### src/rtl/cache_ctrl_pkg.sv
// Shared types for the direct-mapped word cache controller.
// Optional statistics counters are enabled with CACHE_STATS_EN.
package cache_ctrl_pkg;

  localparam int INDEX_W = 6;
  localparam int TAG_W   = 10;

  typedef enum logic [1:0] {
    IDLE,
    WRITEBACK,
    REFILL
  } state_e;

  function automatic logic [31:0] pack_word(
    input logic [3:0][7:0] w
  );
    return {w[3], w[2], w[1], w[0]};
  endfunction

endpackage

### src/rtl/cache_controller_if.sv
// CPU request bus and main-memory bus seen by the cache controller.
// master = CPU/memory side, slave = controller side.
interface cache_controller_if;

  logic        cpu_req;
  logic        cpu_we;
  logic [31:0] cpu_addr;
  logic [31:0] cpu_wdata;
  logic [31:0] cpu_rdata;
  logic        cpu_ready;

  logic        mem_req;
  logic        mem_we;
  logic [31:0] mem_addr;
  logic [31:0] mem_wdata;
  logic [31:0] mem_rdata;
  logic        mem_ready;

  modport master (
    output cpu_req, cpu_we, cpu_addr, cpu_wdata,
    input  cpu_rdata, cpu_ready,
    input  mem_req, mem_we, mem_addr, mem_wdata,
    output mem_rdata, mem_ready
  );

  modport slave (
    input  cpu_req, cpu_we, cpu_addr, cpu_wdata,
    output cpu_rdata, cpu_ready,
    output mem_req, mem_we, mem_addr, mem_wdata,
    input  mem_rdata, mem_ready
  );

endinterface

### src/rtl/cache_stats.sv
// Hit / miss / writeback event counters for the cache controller.
// Only instantiated when CACHE_STATS_EN is defined.
module cache_stats (
  input  logic        clk,
  input  logic        reset,
  input  logic        hit_i,
  input  logic        miss_i,
  input  logic        wb_i,
  output logic [31:0] hit_count_o,
  output logic [31:0] miss_count_o,
  output logic [31:0] wb_count_o
);

  logic [31:0] hit_q, miss_q, wb_q;

  always_ff @(posedge clk) begin
    if (reset) begin
      hit_q  <= '0;
      miss_q <= '0;
      wb_q   <= '0;
    end else begin
      if (hit_i)  hit_q  <= hit_q + 32'd1;
      if (miss_i) miss_q <= miss_q + 32'd1;
      if (wb_i)   wb_q   <= wb_q + 32'd1;
    end
  end

  assign hit_count_o  = hit_q;
  assign miss_count_o = miss_q;
  assign wb_count_o   = wb_q;

endmodule

### src/rtl/cache_controller.sv
// Direct-mapped word cache control FSM: hit/miss, dirty writeback, refill.
// Define CACHE_STATS_EN to add hit_count/miss_count/wb_count outputs.
module cache_controller
  import cache_ctrl_pkg::*;
(
  input  logic            clk,
  input  logic            reset,
  cache_controller_if.slave bus,
  output logic [31:0]     cache_addr,
  output logic [31:0]     cache_data_in,
  output logic            we_cache,
  output logic            set_valid,
  output logic            set_dirty,
  input  logic            cache_hit,
  input  logic            cache_dirty,
  input  logic [3:0][7:0] cache_data_out,
  input  logic [31:0]     memory_write_address
`ifdef CACHE_STATS_EN
  ,
  output logic [31:0]     hit_count,
  output logic [31:0]     miss_count,
  output logic [31:0]     wb_count
`endif
);

  state_e      state_q, state_d;
  logic [31:0] addr_q, addr_d;
  logic        valid_q, valid_d;
  logic [31:0] word;

  assign word = pack_word(cache_data_out);

  always_ff @(posedge clk) begin
    if (reset) begin
      state_q <= IDLE;
      addr_q  <= '0;
      valid_q <= 1'b0;
    end else begin
      state_q <= state_d;
      addr_q  <= addr_d;
      valid_q <= valid_d;
    end
  end

  // The array rewrites valid/dirty every cycle, so every path sets both.
  always_comb begin
    state_d       = state_q;
    addr_d        = addr_q;
    valid_d       = valid_q;
    cache_addr    = addr_q;
    cache_data_in = '0;
    we_cache      = 1'b0;
    set_valid     = valid_q;
    set_dirty     = cache_dirty;
    bus.cpu_rdata = '0;
    bus.cpu_ready = 1'b0;
    bus.mem_req   = 1'b0;
    bus.mem_we    = 1'b0;
    bus.mem_addr  = '0;
    bus.mem_wdata = '0;
    unique case (state_q)
      IDLE: begin
        if (bus.cpu_req) begin
          cache_addr = bus.cpu_addr;
          addr_d     = bus.cpu_addr;
          if (cache_hit) begin
            bus.cpu_ready = 1'b1;
            set_valid     = 1'b1;
            if (bus.cpu_we) begin
              we_cache      = 1'b1;
              cache_data_in = bus.cpu_wdata;
              set_dirty     = 1'b1;
            end else begin
              bus.cpu_rdata = word;
            end
          end else if (cache_dirty) begin
            state_d   = WRITEBACK;
            set_valid = 1'b1;
            set_dirty = 1'b1;
          end else begin
            state_d   = REFILL;
            set_valid = 1'b0;
            set_dirty = 1'b0;
          end
        end
      end
      WRITEBACK: begin
        bus.mem_req   = 1'b1;
        bus.mem_we    = 1'b1;
        bus.mem_addr  = memory_write_address;
        bus.mem_wdata = word;
        set_valid     = 1'b1;
        set_dirty     = 1'b1;
        if (bus.mem_ready) state_d = REFILL;
      end
      REFILL: begin
        // Held address keeps the refill on the right line if cpu_req drops.
        bus.mem_req  = 1'b1;
        bus.mem_addr = addr_q;
        set_valid    = 1'b0;
        set_dirty    = 1'b0;
        if (bus.mem_ready) begin
          we_cache      = 1'b1;
          cache_data_in = bus.mem_rdata;
          set_valid     = 1'b1;
          valid_d       = 1'b1;
          state_d       = IDLE;
        end
      end
      default: state_d = IDLE;
    endcase
  end

`ifdef CACHE_STATS_EN
  logic miss_ev, wb_ev;

  assign miss_ev = (state_q == IDLE) && bus.cpu_req && !cache_hit;
  assign wb_ev   = (state_q == WRITEBACK) && bus.mem_ready;

  cache_stats u_stats (
    .clk         (clk),
    .reset       (reset),
    .hit_i       (bus.cpu_ready),
    .miss_i      (miss_ev),
    .wb_i        (wb_ev),
    .hit_count_o (hit_count),
    .miss_count_o(miss_count),
    .wb_count_o  (wb_count)
  );
`endif

endmodule

### src/flat_wrapper.sv
// flat-port wrapper written by rule: the top's interface ports become plain ports
module cache_controller_flat import cache_ctrl_pkg::*;
  (clk, reset, cache_addr, cache_data_in, we_cache, set_valid, set_dirty, cache_hit, cache_dirty, cache_data_out, memory_write_address, bus_cpu_req, bus_cpu_we, bus_cpu_addr, bus_cpu_wdata, bus_cpu_rdata, bus_cpu_ready, bus_mem_req, bus_mem_we, bus_mem_addr, bus_mem_wdata, bus_mem_rdata, bus_mem_ready);
  cache_controller_if bus_i ();
  input  logic clk;
  input  logic reset;
  output logic [31:0] cache_addr;
  output logic [31:0] cache_data_in;
  output logic we_cache;
  output logic set_valid;
  output logic set_dirty;
  input  logic cache_hit;
  input  logic cache_dirty;
  input  logic [3:0][7:0] cache_data_out;
  input  logic [31:0] memory_write_address;
  input wire logic [$bits(bus_i.cpu_req)-1:0] bus_cpu_req;
  input wire logic [$bits(bus_i.cpu_we)-1:0] bus_cpu_we;
  input wire logic [$bits(bus_i.cpu_addr)-1:0] bus_cpu_addr;
  input wire logic [$bits(bus_i.cpu_wdata)-1:0] bus_cpu_wdata;
  output wire logic [$bits(bus_i.cpu_rdata)-1:0] bus_cpu_rdata;
  output wire logic [$bits(bus_i.cpu_ready)-1:0] bus_cpu_ready;
  output wire logic [$bits(bus_i.mem_req)-1:0] bus_mem_req;
  output wire logic [$bits(bus_i.mem_we)-1:0] bus_mem_we;
  output wire logic [$bits(bus_i.mem_addr)-1:0] bus_mem_addr;
  output wire logic [$bits(bus_i.mem_wdata)-1:0] bus_mem_wdata;
  input wire logic [$bits(bus_i.mem_rdata)-1:0] bus_mem_rdata;
  input wire logic [$bits(bus_i.mem_ready)-1:0] bus_mem_ready;
  assign bus_i.cpu_req = bus_cpu_req;
  assign bus_i.cpu_we = bus_cpu_we;
  assign bus_i.cpu_addr = bus_cpu_addr;
  assign bus_i.cpu_wdata = bus_cpu_wdata;
  assign bus_cpu_rdata = bus_i.cpu_rdata;
  assign bus_cpu_ready = bus_i.cpu_ready;
  assign bus_mem_req = bus_i.mem_req;
  assign bus_mem_we = bus_i.mem_we;
  assign bus_mem_addr = bus_i.mem_addr;
  assign bus_mem_wdata = bus_i.mem_wdata;
  assign bus_i.mem_rdata = bus_mem_rdata;
  assign bus_i.mem_ready = bus_mem_ready;
  cache_controller u_core (.clk(clk), .reset(reset), .bus(bus_i), .cache_addr(cache_addr), .cache_data_in(cache_data_in), .we_cache(we_cache), .set_valid(set_valid), .set_dirty(set_dirty), .cache_hit(cache_hit), .cache_dirty(cache_dirty), .cache_data_out(cache_data_out), .memory_write_address(memory_write_address));
endmodule
### config.mk
export PLATFORM = sky130hd
export DESIGN_NAME = cache_controller_flat
export DESIGN_NICKNAME = d
export VERILOG_FILES = /design/src/rtl/cache_ctrl_pkg.sv /design/src/rtl/cache_controller_if.sv /design/src/rtl/cache_stats.sv /design/src/rtl/cache_controller.sv /design/src/flat_wrapper.sv
export SDC_FILE = /design/constraint.sdc
export NUM_CORES = 1
export LEC_CHECK = 0
export CELL_PAD_IN_SITES_DETAIL_PLACEMENT = 1
export CELL_PAD_IN_SITES_GLOBAL_PLACEMENT = 2
export CORE_MARGIN = 2
export CORE_UTILIZATION = 12
export DETAILED_ROUTE_END_ITERATION = 10
export PLACE_DENSITY_LB_ADDON = 0.1
export SYNTH_ARGS = -nofsm -noshare
export SYNTH_HDL_FRONTEND = slang
export SYNTH_SLANG_ARGS = --single-unit
### constraint.sdc
create_clock -name clk -period 1.73 [get_ports clk]
set_input_delay 0.346 -clock clk [delete_from_list [all_inputs] [get_ports clk]]
set_output_delay 0.346 -clock clk [all_outputs]
set_load 0.02 [all_outputs]
==> impl_metrics.yaml <==
logic_synthesis:
  yosysTopAreaCellShare_pct: 24.0
  synth_edf_count: 0
  synth-seq-cells: 35
  yosysWarningCount: 0
  synthTopCellsByArea: "dfxtp_1 24%, mux2_4 14%, and2_1 14%"
  yosysSeqAreaShare_pct: 24.0
  yosys.area.top_type: "dfxtp_1"
  synth_commonest_cells: "65 x and2_1, 63 x nor2b_1, 35 x dfxtp_1, 32 x a22o_1, 32 x a22oi_1"
  yosysMostFrequentCell: "and2_1"
  async_flop_share_pct: 0
  syn_inst: 325
  ys.flop_type: "dfxtp_1"
  syn-cell-area_mm2: 0.00292
  syn_avg_cell_area_um2: 8.97
  syn-num-nets: 496
  ys_types: 29
timing:
  tns_ns: -44.80
  rsz0062_at_grt: "yes"
  setup_viol: 164
  finalHoldViolCount: 0
  max_freq_mhz: 477
  skew_ns: 0.00937
  hold_slack_ns: 0.356
  setup_slack_ns: -0.367
  period_share_pct: 121
  period_minus_slack_ns: 2.10
  slew_violations: 0
  worst-slew-pin-transition_ns: 0.291
  slew_headroom_pct: 80.6
cells_and_area:
  antenna_cells: 0
  nets: 869
  drive_gt1_share_pct: 63.3
  fin_cells: 1022
  finalInstanceArea_mm2: 0.00818
  area_delta_synth_final_pct: 181
  final_util_pct: 33.9
drt:
  wl_met3_um: 1830
  routed_wl_um: 19600
  dr_total_vias: 3962
  drc: 0
  initialDrtViolationCount: 67
  met2_length_um: 9670
  postRouteAntennaNets: 0
  dr.max_layer_used: "met5"
  avgRoutedWirePerCell_um: 19.1
  via_per_inst: 3.88
  first_pass_iters: 4
  drt-met1-wl_um: 7730
floorplan:
  die_area_mm2: 0.0256
  start_util_pct: 12.1
  die_h_um: 160
  core_area_mm2: 0.0241
  die_w_um: 160
  rows: 57
  io_pins: 333
status:
  status: "finished, violations left"
  violations: "setup timing"
global_route:
  grt_max_degree: 33
  grt_pass1_wl_um: 27000
  antenna_found_initial: 1
  grt.total_usage_pct: 13.6
  first_global_vias: 4206
  grt_overflow: 0
pwr:
  cellLeakagePower_nw: 3.56
  p_seq_share_pct: 13.9
  power_frac_clock_pct: 12.6
  power_density_mw_per_mm2: 900
  peakVddDrop_v: 0.000386
  switching_power_mw: 2.82
  p_comb_share_pct: 73.5
  finalPower_mw: 7.36
  internal_power_mw: 4.54
  switching_share_pct: 38.3
critical_path:
  cp-end-kind: "primary output"
  cpPeakStageDelay_ns: 0.33
  cp_cell_sequence: "inv_2 > ha_4 > and3_4 > and2b_4 > clkbuf_16 > and2_4 > buf_6"
  cp.required_ns: 1.38
  slowest_stage: "dfxtp_2"
  startpoint: "u_core.state_q[1]"
  rr_startpoint: "u_core.state_q[1]"
  worst-path-max-fanout: 8
  critPathKind: "register to primary output"
  startpoint_type: "register"
  crit_arrival_ns: 1.75
placed_design:
  dp_hpwl_um: 14700
  gp_congestion: 0.788
  io_buffer_count: 332
  dp_cells: 980
  placed_cell_area_mm2: 0.00727
  pre_cts_ws_ns: -0.860
hold_path:
  hp-start: "reset"
  hold_path_class: "input pin to register"
cts:
  insertion_delay_ns: 0.28
  cts-root-buf: "clkbuf_16"
  clk_path_buf_depth: 2
  cts_hold_buf: 0
  cts_tree: "done"
  clock_sinks: 35
  h-tree-depth: 2
  cts_buffers: 5
  clk_pin_slew_worst_paths_ns: 0.06
job:
  maxCapViolCount: 0
==> metal layers <==
layer / up-vias / GRT usage, %
met2: 209 / 23.8
met3: 17 / 5.22
met4: 2 / 2.58
met1: 1858 / 15.8
met5: - / 0
li1: 1876 / -
==> logic make-up (layout without fill, tap and decap cells) <==
logic type,Yosys count,count (layout),synth area share [%]
AOI/OAI and AO/OA,71,71,19.4
adders and majority gates,4,4,1.72
buffers and inverters,36,409,6.70
DFF,35,35,24.0
muxes,34,34,16.7
and+or+nand+nor,145,145,31.5
==> worst paths after layout <==
| kind | endpoint | slack (ns) | cells after the start |
|---|---|---|---|
| worst min register to register | u_core.valid_q | 0.47 | 2 |
| worst min-delay path | u_core.addr_q[20] | 0.36 | 2 |
| worst max-delay path | bus_cpu_rdata[28] | -0.37 | 7 |
| worst max register to register | u_core.addr_q[13] | 0.04 | 8 |
==> layout by cell type, fill, tap and decap left out, types with 3 or more instances in the layout <==
| cell type | Yosys | final |
|---|---|---|
| buf_8 | 0 | 3 |
| nor2b_2 | 0 | 25 |
| buf_2 | 6 | 24 |
| a22o_4 | 0 | 29 |
| clkdlybuf4s50_1 | 0 | 164 |
| buf_12 | 0 | 17 |
| and2_2 | 0 | 26 |
| ha_4 | 0 | 3 |
| nand2b_1 | 3 | 3 |
| a22oi_1 | 32 | 3 |
| clkbuf_2 | 3 | 21 |
| buf_6 | 5 | 112 |
| buf_4 | 3 | 46 |
| mux2_4 | 28 | 32 |
| and2_4 | 0 | 38 |
| clkbuf_16 | 0 | 14 |
| a22oi_2 | 0 | 29 |
| a22o_1 | 32 | 3 |
| nor2b_1 | 63 | 38 |
| dfxtp_1 | 35 | 33 |
==> final cells by class <==
type | instances | area, um^2
inverter | 2 | 10.0
timing repair buffer | 400 | 4180
clock buffer | 6 | 139
sequential | 35 | 703
clock inverter | 1 | 5.00
multi-input combinational | 254 | 2740
tap | 324 | 405
fill | 2707 | 15900
==> repair_timing <==
item                       in CTS  in global routing
setup buffers                   2                 19
gates resized for setup       559                378
gates cloned                    4                 11
pin swaps                       2                 28
hold endpoints to repair        0                  0
setup endpoints to repair     167                166
==> sequential cells by signal, summed over array words and instances (netlist names) <==
register	cells
u_core.addr_q	32
u_core.valid_q	1
u_core.state_q	2
==> critical path, delay by kind of cell, from the launching register on <==
kind	cells	cell delay, ns
flip-flops	1	0.33
adder cells (fa/ha/maj)	1	0.19
buffers and inverters	3	0.37
AND/OR/NAND/NOR	3	0.57
==> power groups by stage <==
stage | Sequential, mW | Clock (mW) | Combinational (mW)
after global routing | 1.04 | 0.989 | 5.72
final | 1.02 | 0.925 | 5.41
after CTS | 1.01 | 0.968 | 4.63
after global placement | 1.02 | 0 | 4.48
after floorplan | 0.999 | 0 | 2.40
after detailed placement | 1.02 | 0 | 4.51
Power figures use the tool's default switching activity.
